$ cat src/rtl/uart_pkg.sv
// Shared definitions for the UART frame transmitter: FSM states, line levels,
// baud divider helper and bits per byte.
// Build option: UART_FRAME_PARITY_EN adds an even-parity bit to every byte.
package uart_pkg;

    typedef enum logic [2:0] {
        IDLE,
        LOAD,
        SEND,
        NEXT,
        DONE
    } frame_state_t;

    localparam logic UART_IDLE_LVL = 1'b1;
    localparam logic START_LVL     = 1'b0;
    localparam logic STOP_LVL      = 1'b1;

`ifdef UART_FRAME_PARITY_EN
    localparam int BITS_PER_BYTE = 11;
`else
    localparam int BITS_PER_BYTE = 10;
`endif

    // Clock cycles per serial bit (truncating division).
    function automatic int baud_div(input int clk_freq, input int baud);
        return clk_freq / baud;
    endfunction

endpackage

$ cat src/rtl/uart_byte_tx.sv
// Single-byte UART transmitter: start bit, 8 data bits LSB first, optional
// even parity, stop bit. Each bit is held for BAUD_DIV cycles.
// Build option: UART_FRAME_PARITY_EN inserts the parity bit after data bit 7.
module uart_byte_tx
    import uart_pkg::*;
#(
    parameter int BAUD_DIV = 434
) (
    input  logic       sys_clk,
    input  logic       rst_n,
    input  logic       tx_start,
    input  logic [7:0] tx_byte,
    output logic       tx,
    output logic       tx_busy,
    output logic       tx_done
);

    localparam int                CNT_W     = (BAUD_DIV > 1) ? $clog2(BAUD_DIV) : 1;
    localparam logic [CNT_W-1:0]  BAUD_LAST = CNT_W'(BAUD_DIV - 1);
    localparam int                BIT_W     = $clog2(BITS_PER_BYTE);
    localparam logic [BIT_W-1:0]  BIT_LAST  = BIT_W'(BITS_PER_BYTE - 1);
    // Everything after the start bit: data, optional parity, stop.
    localparam int                SH_W      = BITS_PER_BYTE - 1;

    logic [CNT_W-1:0] baud_cnt;
    logic [BIT_W-1:0] bit_cnt;
    logic [SH_W-1:0]  shreg;
    logic [SH_W-1:0]  load_word;
    logic             active;

`ifdef UART_FRAME_PARITY_EN
    assign load_word = {STOP_LVL, ^tx_byte, tx_byte};
`else
    assign load_word = {STOP_LVL, tx_byte};
`endif

    assign tx_busy = active;
    // bit_cnt reaches 0 on the stop bit, so this is its final cycle.
    assign tx_done = active && (baud_cnt == '0) && (bit_cnt == '0);

    // Baud down-counter, bit counter and shift register driving the line.
    always_ff @(posedge sys_clk or negedge rst_n) begin
        if (!rst_n) begin
            tx       <= UART_IDLE_LVL;
            active   <= 1'b0;
            baud_cnt <= '0;
            bit_cnt  <= '0;
            shreg    <= '0;
        end else if (!active) begin
            if (tx_start) begin
                active   <= 1'b1;
                tx       <= START_LVL;
                shreg    <= load_word;
                baud_cnt <= BAUD_LAST;
                bit_cnt  <= BIT_LAST;
            end
        end else if (baud_cnt != '0) begin
            baud_cnt <= baud_cnt - 1'b1;
        end else if (bit_cnt == '0) begin
            active <= 1'b0;
            tx     <= UART_IDLE_LVL;
        end else begin
            tx       <= shreg[0];
            shreg    <= {STOP_LVL, shreg[SH_W-1:1]};
            bit_cnt  <= bit_cnt - 1'b1;
            baud_cnt <= BAUD_LAST;
        end
    end

endmodule

$ cat src/rtl/uart_frame_tx.sv
// Multi-byte UART frame transmitter: latches a NUM_BYTES word on trans_go and
// sends it byte by byte through uart_byte_tx on a registered uart_tx line.
// Build option: UART_FRAME_PARITY_EN (even parity per byte, via uart_byte_tx).
//
// state | meaning
// IDLE  | waiting for trans_go, line high
// LOAD  | present the current byte to the byte TX with tx_start
// SEND  | byte TX shifting, wait for tx_done
// NEXT  | last byte? -> DONE, else advance byte_cnt / frame_reg
// DONE  | one-cycle frame_done, busy already low
module uart_frame_tx
    import uart_pkg::*;
#(
    parameter int NUM_BYTES = 5,
    parameter int CLK_FREQ  = 50_000_000,
    parameter int BAUD      = 115200,
    parameter int MSB_FIRST = 0
) (
    input  logic                   sys_clk,
    input  logic                   rst_n,
    input  logic                   trans_go,
    input  logic [8*NUM_BYTES-1:0] data,
    output logic                   uart_tx,
    output logic                   busy,
    output logic                   frame_done
);

    localparam int               BAUD_DIV = baud_div(CLK_FREQ, BAUD);
    localparam int               FRAME_W  = 8 * NUM_BYTES;
    localparam int               CNT_W    = $clog2(NUM_BYTES + 1);
    localparam logic [CNT_W-1:0] LAST_IDX = CNT_W'(NUM_BYTES - 1);

    frame_state_t       state;
    frame_state_t       state_nxt;
    logic [FRAME_W-1:0] frame_reg;
    logic [CNT_W-1:0]   byte_cnt;
    logic [7:0]         cur_byte;
    logic               tx_start;
    logic               tx_line;
    logic               tx_busy;
    logic               tx_done;

    // The send end of frame_reg is fixed; NEXT shifts the following byte into it.
    generate
        if (MSB_FIRST != 0) begin : g_msb
            assign cur_byte = frame_reg[FRAME_W-1 -: 8];
        end else begin : g_lsb
            assign cur_byte = frame_reg[7:0];
        end
    endgenerate

    uart_byte_tx #(
        .BAUD_DIV (BAUD_DIV)
    ) u_byte_tx (
        .sys_clk  (sys_clk),
        .rst_n    (rst_n),
        .tx_start (tx_start),
        .tx_byte  (cur_byte),
        .tx       (tx_line),
        .tx_busy  (tx_busy),
        .tx_done  (tx_done)
    );

    // State register.
    always_ff @(posedge sys_clk or negedge rst_n) begin
        if (!rst_n) begin
            state <= IDLE;
        end else begin
            state <= state_nxt;
        end
    end

    // Next-state decode and state-derived outputs.
    always_comb begin
        state_nxt  = state;
        tx_start   = 1'b0;
        busy       = 1'b0;
        frame_done = 1'b0;
        unique case (state)
            IDLE: begin
                if (trans_go) begin
                    state_nxt = LOAD;
                end
            end
            LOAD: begin
                busy = 1'b1;
                // Byte TX is always idle here; the guard just avoids a lost start.
                if (!tx_busy) begin
                    tx_start  = 1'b1;
                    state_nxt = SEND;
                end
            end
            SEND: begin
                busy = 1'b1;
                if (tx_done) begin
                    state_nxt = NEXT;
                end
            end
            NEXT: begin
                busy = 1'b1;
                if (byte_cnt == LAST_IDX) begin
                    state_nxt = DONE;
                end else begin
                    state_nxt = LOAD;
                end
            end
            DONE: begin
                frame_done = 1'b1;
                state_nxt  = IDLE;
            end
            default: begin
                state_nxt = IDLE;
            end
        endcase
    end

    // Frame capture, byte advance and counter clear.
    always_ff @(posedge sys_clk or negedge rst_n) begin
        if (!rst_n) begin
            frame_reg <= '0;
            byte_cnt  <= '0;
        end else begin
            unique case (state)
                IDLE: begin
                    if (trans_go) begin
                        frame_reg <= data;
                        byte_cnt  <= '0;
                    end
                end
                NEXT: begin
                    if (byte_cnt != LAST_IDX) begin
                        byte_cnt <= byte_cnt + 1'b1;
                        if (MSB_FIRST != 0) begin
                            frame_reg <= frame_reg << 8;
                        end else begin
                            frame_reg <= frame_reg >> 8;
                        end
                    end
                end
                DONE: begin
                    byte_cnt <= '0;
                end
                default: begin
                end
            endcase
        end
    end

    // Registered line output; async reset forces it high immediately.
    always_ff @(posedge sys_clk or negedge rst_n) begin
        if (!rst_n) begin
            uart_tx <= UART_IDLE_LVL;
        end else begin
            uart_tx <= tx_line;
        end
    end

endmodule

$ cat config.mk
export PLATFORM = sky130hd
export DESIGN_NAME = uart_frame_tx
export DESIGN_NICKNAME = d
export VERILOG_FILES = /design/src/rtl/uart_pkg.sv /design/src/rtl/uart_byte_tx.sv /design/src/rtl/uart_frame_tx.sv
export SDC_FILE = /design/constraint.sdc
export NUM_CORES = 1
export LEC_CHECK = 0
export CAP_MARGIN = 20
export CORE_MARGIN = 3
export CORE_UTILIZATION = 59
export CTS_BUF_LIST = sky130_fd_sc_hd__clkbuf_16
export DETAILED_ROUTE_END_ITERATION = 7
export PLACE_DENSITY = 0.93
export SLEW_MARGIN = 20
export SYNTH_ARGS = -nofsm -noshare
export SYNTH_HDL_FRONTEND = slang
export SYNTH_SLANG_ARGS = --single-unit
export TNS_END_PERCENT = 20
$ cat constraint.sdc
create_clock -name sys_clk -period 7.1 [get_ports sys_clk]
set_input_delay 2.13 -clock sys_clk [delete_from_list [all_inputs] [get_ports sys_clk]]
set_output_delay 2.13 -clock sys_clk [all_outputs]
set_load 0.05 [all_outputs]
* Word level (Yosys, flattened, before mapping)
Cells that the tools add are included.
** Operators by class
- Reduce and logical (&&, ||, !) cells :: 16
- Equality and inequality tests :: 13
- Muxes and demuxes :: 35
- Add/subtract/negate cells :: 3
** Operators by type and width (count)
- $mux W40 :: 2
- $pmux W40 S2 :: 1
- $mux W9 :: 8
- $mux W3 :: 6
- $mux W4 :: 4
- $mux W1 :: 12
- $ne A2 B2 Y1 const B :: 6
- $pmux W3 S4 :: 1
- $reduce_and A3 Y1 :: 4
- $logic_not A9 Y1 :: 1
- $pmux W3 S3 :: 1
- $reduce_bool A9 Y1 :: 1
- $sub A9 B1 Y9 const B :: 1
- $eq A3 B2 Y1 const B :: 2
- $eq A3 B3 Y1 const B :: 2
- $ne A3 B3 Y1 const B :: 2
- $logic_not A4 Y1 :: 1
- $reduce_and A2 Y1 :: 2
- $reduce_bool A2 Y1 :: 2
- $sub A4 B1 Y4 const B :: 1
- $add A3 B1 Y3 const B :: 1
- $eq A3 B1 Y1 const B :: 1
- $logic_not A3 Y1 :: 1
- $reduce_bool A3 Y1 :: 1
- 2 further kinds :: 3
** Storage, ports and cells
- Register bits :: 71
- Logic and storage cells :: 76
- Bits of input ports :: 43
- Output and inout port bits :: 3

* Depth between registers and ports, before layout
Gate-level depths: netlist of the first run.
- Depth after elaboration :: 5
- Mapped depth :: 8
- Mapped depth without buffers :: 6

* By module
From an unflattened synthesis of the first run, not the netlist that was laid out.
** Second synthesis, totals
- Cells, all modules :: 364
- Area, all modules :: 3671.0 µm²
** Modules (own cells, without submodules)
- uart_frame_tx :: cells each 239, instances 1, seq. area each 1177.4 µm², area an instance 2404.8 µm²
- uart_byte_tx :: cells each 125, instances 1, seq. area each 601.8 µm², area an instance 1266.2 µm²

* Worst setup path before layout of the first run
OpenSTA, ideal clock, no wires.
- Path type :: register to output
- Start :: register state[0]
- End :: output busy
- Arrival :: 1.332 ns
- Path buffers :: 1
- Cell stages (with the launch flop) :: 4
- Required time :: 4.970 ns
- Slack :: 3.638 ns
- Path through :: dfrtp_1 > clkbuf_1 > nor2_1 > nor2_1
** On the way
- Word-level cells in the longest chain between the ends :: 3
- Elaborated cells between the ends (all ways) :: 5
- Those cells by class :: eq/ne (3); mux (1); reduce/logical (1)
** Ends and longest elaborated chain
- start: declaration :: RTL line uart_frame_tx.sv:33 : frame_state_t state;
- start signal: assignment :: RTL line uart_frame_tx.sv:69 : state <= state_nxt;
- $eq A3 B2 Y1 / $eq A3 B1 Y1 (equally long branches) :: RTL line uart_frame_tx.sv:79 : unique case (state)
- $reduce_or A3 Y1 (no line) *
- $mux W1 * :: RTL line uart_frame_tx.sv:79
- end: declaration :: RTL line uart_frame_tx.sv:24 : output logic busy,
Every way passes the cells marked *; elsewhere a longest branch is shown, timed or not.

* Worst setup path in the final report of the first run
- Start :: register state[0]
- End :: output frame_done
** On the way
- Word-level cells in the longest chain between the ends :: 2
** Ends and longest elaborated chain
- $eq A3 B3 Y1 :: RTL line uart_frame_tx.sv:79
- $mux W1 :: RTL line uart_frame_tx.sv:79
- end: declaration :: RTL line uart_frame_tx.sv:25 : output logic frame_done
No other way between the ends.

==> results.yml, run 1 <==
outcome:
  status: "complete, no violations"
cells_and_area:
  final_cell_mix: "dfrtp_1 (69), clkdlybuf4s50_1 (44), mux2i_1 (43)"
  multi_input_area_mm2: 0.00146
  seq_area_mm2: 0.00178
  diodes: 0
  final_common_cell: "dfrtp_1"
  fin_area_mm2: 0.00410
  n_fill_cell: 313
  largest_reg_flops: 40
  drive_gt1_share_pct: 8.03
  final_util_pct: 77.8
  area_growth_pct: 23.3
  fin_nets: 405
timing:
  relSlewSlack_pct: 31.2
  totalNegativeSetupSlack_ns: 0
  min_period_over_period_pct: 57.4
  fmax_mhz: 245
  rsz0062_at_grt: "no"
  hold_violations: 0
  final-setup-viol-count: 0
  skew_ns: 0.00551
  tightest_slew_ns: 1.03
  maxSlewViolCount: 0
  min_period_ns: 4.08
route:
  first_pass_iters: 4
  drc_errors: 0
  drt-initial-drc-count: 141
  vias: 2535
  routed_wirelength_um: 7140
  ant_nets: 0
  vias_per_cell: 5.88
  wl_per_cell_um: 16.6
floorplanning:
  die_h_um: 81.1
  rows: 26
  die-area_mm2: 0.00657
  die_w_um: 81.1
  core_area_mm2: 0.00527
  io_pins: 46
  initial_utilization_pct: 63.1
worst_setup_path:
  critical_path_required_ns: 4.97
  arrival_ns: 1.95
  max_stage_delay_ns: 0.80
  rr_startpoint: "u_byte_tx.baud_cnt[0]"
  cp-start-kind: "flop"
  crit_type: "reg2out"
  cp-end-kind: "output port"
  crit_fanout: 10
  crit_start: "state[0]"
  r2r_cells: 6
  slowest_stage: "clkdlybuf4s50_1"
  path_delay_family: "buffers and inverters"
  cp.depth: 3
  worstPathCellList: "nor2_1 > and2_1 > clkdlybuf4s50_1"
  path_buf_inv: 1
pwr:
  p_comb_share_pct: 5.7
  power.net_switching_mw: 0.191
  finalPower_mw: 0.905
  p_leak_nw: 1.75
  clkPwrFrac_pct: 47.1
  switching_share_pct: 21.1
  pwr-share-seq_pct: 47.2
  peakVddDrop_mv: 0.186
  internal_power_mw: 0.715
  powerDensity_mw_per_mm2: 221
grt:
  grt_pass1_wl_um: 11800
  grtUsageTotal_pct: 23.9
  globalRouteOverflowTotal: 0
  antenna_found_initial: 0
  grt_pass1_vias: 2618
  grt_max_degree: 73
clocking:
  cts.clk_slew.worst_paths_ns: 0.05
  cts-htree-levels: 3
  insertion_delay_ns: 0.32
  cts_resized: 0
  cts_setup_buffers: 0
  clock_path_buffers: 2
  root_buffer: "clkbuf_16"
  postCtsHoldBufs: 0
  cts_tree: "done"
  clkSinkCount: 71
  cts_inserted_buffers: 9
logic_synthesis:
  synth.avg_cell_area_um2: 10.4
  syn-instance-count: 319
  synth_top_flop_cell: "dfrtp_1"
  synth_cell_types: 43
  syn-num-nets: 366
  async_flop_share_pct: 100
  ys_seq_area_share_pct: 53.5
  synth_edf_count: 0
  synth_seq_cells: 71
  yosys_warnings: 0
  synth_area_mm2: 0.00332
placed_design:
  portBuffers: 45
  gp_congestion: 0.821
  placed_cell_area_mm2: 0.00381
  dp_hpwl_um: 4430
worst_hold_path:
  min_from: "u_byte_tx.tx"
  min_path_cells: 0
  holdCritPathClass: "reg2reg"
flow_run:
  drv_cap: 0
## layout make-up
type                       instances  area share (%)
inverter                           7           0.641
tap                               70            2.14
multi-input combinational        221            35.7
clock inverter                     5            1.25
clock buffer                       9            5.49
sequential                        71            43.4
timing repair buffer              48            11.4
## worst paths after layout
kind | endpoint | slack, ns
min in group asynchronous | u_byte_tx.baud_cnt[0] | 2.01
hold / removal | uart_tx | 0.37
setup reg to reg | u_byte_tx.shreg[7] | 4.63
setup / recovery | frame_done | 3.02
hold reg to reg | uart_tx | 0.37
max in group asynchronous | byte_cnt[2] | 4.53
## synth_stat cells, types with 2 or more instances
| cell type | count | share of area, % |
|---|---|---|
| nor2_1 | 14 | 1.6 |
| nor4b_2 | 2 | 0.90 |
| a31oi_1 | 2 | 0.38 |
| dfstp_2 | 2 | 1.6 |
| nand3b_1 | 2 | 0.45 |
| nor4b_1 | 2 | 0.53 |
| nand2_1 | 42 | 4.7 |
| a21oi_1 | 18 | 2.7 |
| buf_1 | 3 | 0.34 |
| o21a_1 | 2 | 0.45 |
| or4_1 | 2 | 0.45 |
| or4b_4 | 2 | 0.83 |
| nor3_1 | 11 | 1.7 |
| inv_1 | 7 | 0.79 |
| nor4_1 | 2 | 0.38 |
| dfrtp_1 | 69 | 52 |
| o21ai_0 | 42 | 6.3 |
| buf_2 | 2 | 0.30 |
| nand3_1 | 2 | 0.30 |
| mux2i_1 | 43 | 13 |
| a22o_1 | 8 | 2.1 |
| clkbuf_1 | 14 | 1.6 |
| nor2b_1 | 2 | 0.38 |
| ha_1 | 4 | 1.5 |
| or3_1 | 2 | 0.38 |
## routing by layer
layer,track usage (%),share of wire (%)
met5,0,0
met4,10.5,2.1
met3,5.88,4.5
met2,40.9,52
met1,28.7,41
## per-stage QoR
stage                     setup slack [ns]  std cells  hold WS [ns]
after floorplan                       3.64        319         0.354
after global routing                  2.88        431         0.374
after global placement                2.94        417         0.358
final                                 3.02        431         0.371
after detailed placement              2.86        417         0.363
after CTS                             3.02        431         0.371
## power groups by stage
stage	logic (mW)	registers, mW	clock network [mW]
2_1_floorplan	0.0164	0.431	0
3_3_place_gp	0.0491	0.433	0
3_5_place_dp	0.0517	0.434	0
6_report	0.0517	0.428	0.426
5_1_grt	0.0578	0.429	0.448
4_1_cts	0.0527	0.428	0.430
## worst register-to-register path, cell delays in order (launching register included)
cell and delay (ns):
dfrtp_1 0.37, inv_1 0.10, ha_1 0.21, or4b_4 0.55
or4b_4 0.60, nand2_1 0.35, a21oi_1 0.15
## cell families after synthesis
family	synth area share, %
AOI/OAI and AO/OA	14.1
DFF	53.5
muxes	12.9
and+or+nand+nor	14.3
xor gates and xnor gates	0.264
buffers and inverters	3.35
adders and majority gates	1.51
No activity file was read; power rests on OpenSTA's default activity.
==> run 2: changes to the inputs <==
- CORE_UTILIZATION: 59 -> 49
- PLACE_DENSITY: 0.93 -> 0.83
- clock period: 7.1 -> 3.7 ns (I/O delays scaled with it)
==> run 2 against run 1 <==
Net effect: combinational power up 91%; cell count up 3.2%; hold slack worse by 0.0011 ns; wire length down 5.0%; critical path type unchanged; power up 95%; first-iteration DRC count down 26%; clock skew down 0.00084 ns; die area up 19%; sequential power up 91%; critical path depth unchanged.
==> results.yml, run 2 (same netlist as run 1, synthesis figures left out) <==
clocking:
  cts_setup_buffers: 0
  insertion_delay_ns: 0.33
  cts_inserted_buffers: 9
  clkSinkCount: 71
  clock_path_buffers: 2
  cts-htree-levels: 3
  root_buffer: "clkbuf_16"
  postCtsHoldBufs: 0
  cts_tree: "done"
  cts.clk_slew.worst_paths_ns: 0.06
  cts_resized: 0
timing:
  rsz0062_at_grt: "no"
  relSlewSlack_pct: 48.0
  tightest_slew_ns: 0.780
  hold_violations: 0
  skew_ns: 0.00466
  min_period_ns: 3.04
  totalNegativeSetupSlack_ns: 0
  final-setup-viol-count: 0
  maxSlewViolCount: 0
  fmax_mhz: 329
  min_period_over_period_pct: 82.1
cells_and_area:
  final_cell_mix: "dfrtp_1 (69), clkdlybuf4s50_1 (44), mux2i_1 (43)"
  n_fill_cell: 498
  drive_gt1_share_pct: 10.1
  area_growth_pct: 25.4
  fin_nets: 410
  fin_cells: 445
  largest_reg_flops: 40
  final_common_cell: "dfrtp_1"
  multi_input_area_mm2: 0.00145
  diodes: 0
  seq_area_mm2: 0.00178
placed_design:
  portBuffers: 45
  gp_congestion: 0.807
  dp_hpwl_um: 4520
  dpl.cell_count: 429
grt:
  antenna_found_initial: 0
  grt_pass1_wl_um: 11300
  grtUsageTotal_pct: 19.0
  grt_pass1_vias: 2554
  grt_max_degree: 73
  globalRouteOverflowTotal: 0
worst_setup_path:
  worstPathCellList: "nor2_1 > and2_1 > clkdlybuf4s50_1"
  crit_fanout: 10
  r2r_cells: 6
  rr_startpoint: "u_byte_tx.baud_cnt[0]"
  path_buf_inv: 1
  slowest_stage: "clkdlybuf4s50_1"
  cp-start-kind: "flop"
  arrival_ns: 1.93
  r2r_end: "u_byte_tx.shreg[7]"
  cp.depth: 3
  cp-end-kind: "output port"
  max_stage_delay_ns: 0.80
  crit_type: "reg2out"
  path_delay_family: "buffers and inverters"
  r2r_slack_ns: 1.24
  critical_path_required_ns: 2.59
pwr:
  p_leak_nw: 1.79
  powerDensity_mw_per_mm2: 423
  peakVddDrop_mv: 0.288
route:
  wl_per_cell_um: 15.2
  vias: 2508
  ant_nets: 0
  drc_errors: 0
  routed_wirelength_um: 6780
  vias_per_cell: 5.64
  first_pass_iters: 4
  drt-initial-drc-count: 105
worst_hold_path:
  min_path_cells: 0
  holdCritPathClass: "reg2reg"
  holdPathEnd: "uart_tx"
  min_from: "u_byte_tx.tx"
floorplanning:
  rows: 29
  initial_utilization_pct: 51.5
  core_area_mm2: 0.00646
  die_h_um: 88.4
  io_pins: 46
  die-area_mm2: 0.00781
  die_w_um: 88.4
flow_run:
  drv_cap: 0
outcome:
  status: "complete, no violations"
run 2: changes by cell type in the layout (fill, tap and decap cells not counted), sizes merged:
cell and change:
inv +1, buf +5, clkinvlp +1
run 2: where the power goes:
part	switching (mW)	leakage, nW	internal, mW
clock network	0.323	0.142	0.522
registers	0.0154	0.886	0.804
logic	0.0393	0.758	0.0595
total	0.378	1.79	1.39
run 2: worst max path at each step:
stage	startpoint	endpoint	slack, ns
floorplan	state[0]	busy	1.26
global placement	trans_go	frame_reg[36]	1.03
detailed placement	trans_go	frame_reg[38]	1.01
CTS	state[0]	frame_done	0.65
global route	state[1]	frame_done	0.59
finish	state[0]	frame_done	0.66
run 2: per-stage QoR:
| step | utilization, % | total power, mW | hold slack, ns | setup WS (ns) | area (um^2) |
|---|---|---|---|---|---|
| 2_1_floorplan | - | 0.859 | 0.354 | 1.26 | 3320 |
| 3_3_place_gp | 60.0 | 0.926 | 0.362 | 1.03 | 3870 |
| 3_5_place_dp | 60.0 | 0.931 | 0.364 | 1.01 | 3870 |
| 4_1_cts | 64.6 | 1.78 | 0.373 | 0.649 | 4170 |
| 5_1_grt | 64.6 | 1.84 | 0.377 | 0.589 | 4170 |
| 6_report | 64.6 | 1.76 | 0.370 | 0.663 | 4170 |
run 2: layer usage:
layer,part of all wire (%),track usage (%),routed length [um],vias up
li1,-,-,-,1232
met5,0,0,0,-
met4,1.4,6.46,93,0
met1,44,24.1,2980,1203
met3,4.2,4.84,286,8
met2,50,31.7,3420,65
run 2: worst reg2reg max path, stage by stage (launching register included):
cell,delay [ns]
dfrtp_1,0.37
inv_1,0.10
ha_1,0.21
or4b_4,0.55
or4b_4,0.59
nand2_1,0.35
a21oi_1,0.15
run 2: area by class of cell:
cell class	instances	area share [%]
Sequential cell	71	42.7
Timing Repair Buffer	53	12.4
Inverter	7	0.630
Clock buffer	9	5.40
Multi-Input combinational cell	221	34.8
Clock inverter	7	1.74
Tap cell	77	2.31
==> run 3: changes to the inputs <==
- CORE_UTILIZATION: 49 -> 54
- PLACE_DENSITY: 0.83 -> 0.87
- clock period: 3.7 -> 3.09 ns (I/O delays scaled with it)
==> run 3 against run 2 <==
Net effect: combinational power increased by 22%; hold slack got worse by 0.0027 ns; clock power increased by 29%; final area increased by 0.69%; largest cell class unchanged; largest power group unchanged; highest routed layer unchanged.
==> results.yml, run 3 (same netlist as run 1, synthesis figures left out) <==
grt:
  globalRouteOverflowTotal: 0
  antenna_found_initial: 0
  met1_usage_pct: 26.9
  grt-busiest-layer: "met2"
  grt_pass1_vias: 2592
  use_met3_pct: 5.99
  grtUsageTotal_pct: 21.3
  grt_max_degree: 73
  gr-usage-met2_pct: 35.7
  grt_pass1_wl_um: 12100
timing:
  totalNegativeSetupSlack_ns: 0
  hold_violations: 0
  whs_ns: 0.367
  final-setup-viol-count: 0
  skew_ns: 0.00621
  min_period_over_period_pct: 93.6
  fmax_mhz: 346
  rsz0062_at_grt: "no"
  min_period_ns: 2.89
  tightest_slew_ns: 0.782
  maxSlewViolCount: 0
  relSlewSlack_pct: 47.9
worst_setup_path:
  rr_startpoint: "u_byte_tx.baud_cnt[0]"
  max_stage_delay_ns: 0.80
  slowest_stage: "clkdlybuf4s50_1"
  worstPathCellList: "nor2_1 > and2_1 > clkdlybuf4s50_1"
  cp-start-kind: "flop"
  crit_type: "reg2out"
  crit_start: "state[0]"
  critical_path_required_ns: 2.16
  r2r_slack_ns: 0.66
  arrival_ns: 1.97
  cp-end-kind: "output port"
  crit_fanout: 10
placed_design:
  gp_congestion: 0.747
  placed_cell_area_mm2: 0.00389
  dpl.cell_count: 425
  portBuffers: 45
  dp_hpwl_um: 4540
worst_hold_path:
  min_from: "u_byte_tx.tx"
  holdCritPathClass: "reg2reg"
clocking:
  cts.clk_slew.worst_paths_ns: 0.06
  insertion_delay_ns: 0.33
  root_buffer: "clkbuf_16"
  postCtsHoldBufs: 0
  clkSinkCount: 71
  cts-htree-levels: 3
  cts_resized: 0
  cts_inserted_buffers: 9
  cts_setup_buffers: 0
  clock_path_buffers: 2
  cts_tree: "done"
cells_and_area:
  area_growth_pct: 26.3
  fin_area_mm2: 0.00420
  final_cell_mix: "dfrtp_1 (69), clkdlybuf4s50_1 (44), mux2i_1 (43)"
  final_common_cell: "dfrtp_1"
  fin_cells: 441
  diodes: 0
  fin_nets: 411
  drive_gt1_share_pct: 10.0
  largest_reg_flops: 40
outcome:
  status: "complete, no violations"
pwr:
  p_leak_nw: 1.81
  peakVddDrop_mv: 0.469
  powerDensity_mw_per_mm2: 522
floorplanning:
  initial_utilization_pct: 57.9
  rows: 27
  die_h_um: 84.5
  die_w_um: 84.5
  die-area_mm2: 0.00713
  io_pins: 46
  core_area_mm2: 0.00574
route:
  vias: 2588
  ant_nets: 0
  first_pass_iters: 4
  drt-initial-drc-count: 147
  wl_per_cell_um: 16.0
  drc_errors: 0
  routed_wirelength_um: 7070
  vias_per_cell: 5.87
flow_run:
  drv_cap: 0
==> run 3: cell types whose count changed in the layout (fill, tap and decap cells not counted) <==
cell and delta:
buf_12 +1, clkinv_1 +1, bufinv_16 +1, inv_6 -1, clkinvlp_4 -2, clkinv_2 +1
==> run 3: final timing paths <==
kind                                            to  depth (start not counted)
max in group asynchronous                  uart_tx                          2
worst max register to register  u_byte_tx.shreg[0]                          6
min in group asynchronous            frame_reg[11]                          1
worst min-delay path                       uart_tx                          0
worst max-delay path                    frame_done                          3
worst min register to register             uart_tx                          0
==> run 3: per-layer routing <==
metal  up-vias  routed length (um)
li1       1237                   -
met1      1269                3090
met2        69                3540
met3        13                 330
met4         0                 115
met5         -                   0
==> run 3: layout make-up <==
class                           instances  area (um^2)
Clock buffer                            9          225
Clock inverter                          7         87.6
Fill cell                             395         1540
Inverter                                7         26.3
Multi-Input combinational cell        221         1450
Sequential cell                        71         1780
Tap cell                               72         90.1
Timing Repair Buffer                   54          538
==> run 3: report_power, final <==
| part | switching [mW] | internal, mW |
|---|---|---|
| registers | 0.0185 | 0.962 |
| logic | 0.0475 | 0.0737 |
| clock network | 0.389 | 0.700 |
| total | 0.455 | 1.74 |
==> run 3: worst max-delay path, delay by kind of cell (launching register included) <==
kind	cells	cell delay [ns]
buffers and inverters	1	0.80
AND/OR/NAND/NOR	2	0.33
flip-flops	1	0.50
==> run 3: metrics by stage <==
stage                     util [%]  setup WS [ns]  power (mW)
final                         73.1          0.198        2.19
after detailed placement      67.7          0.543        1.12
after CTS                     73.1          0.190        2.21
after floorplan                  -          0.831        1.03
after global routing          73.1         0.0985        2.26
after global placement        67.7          0.611        1.11
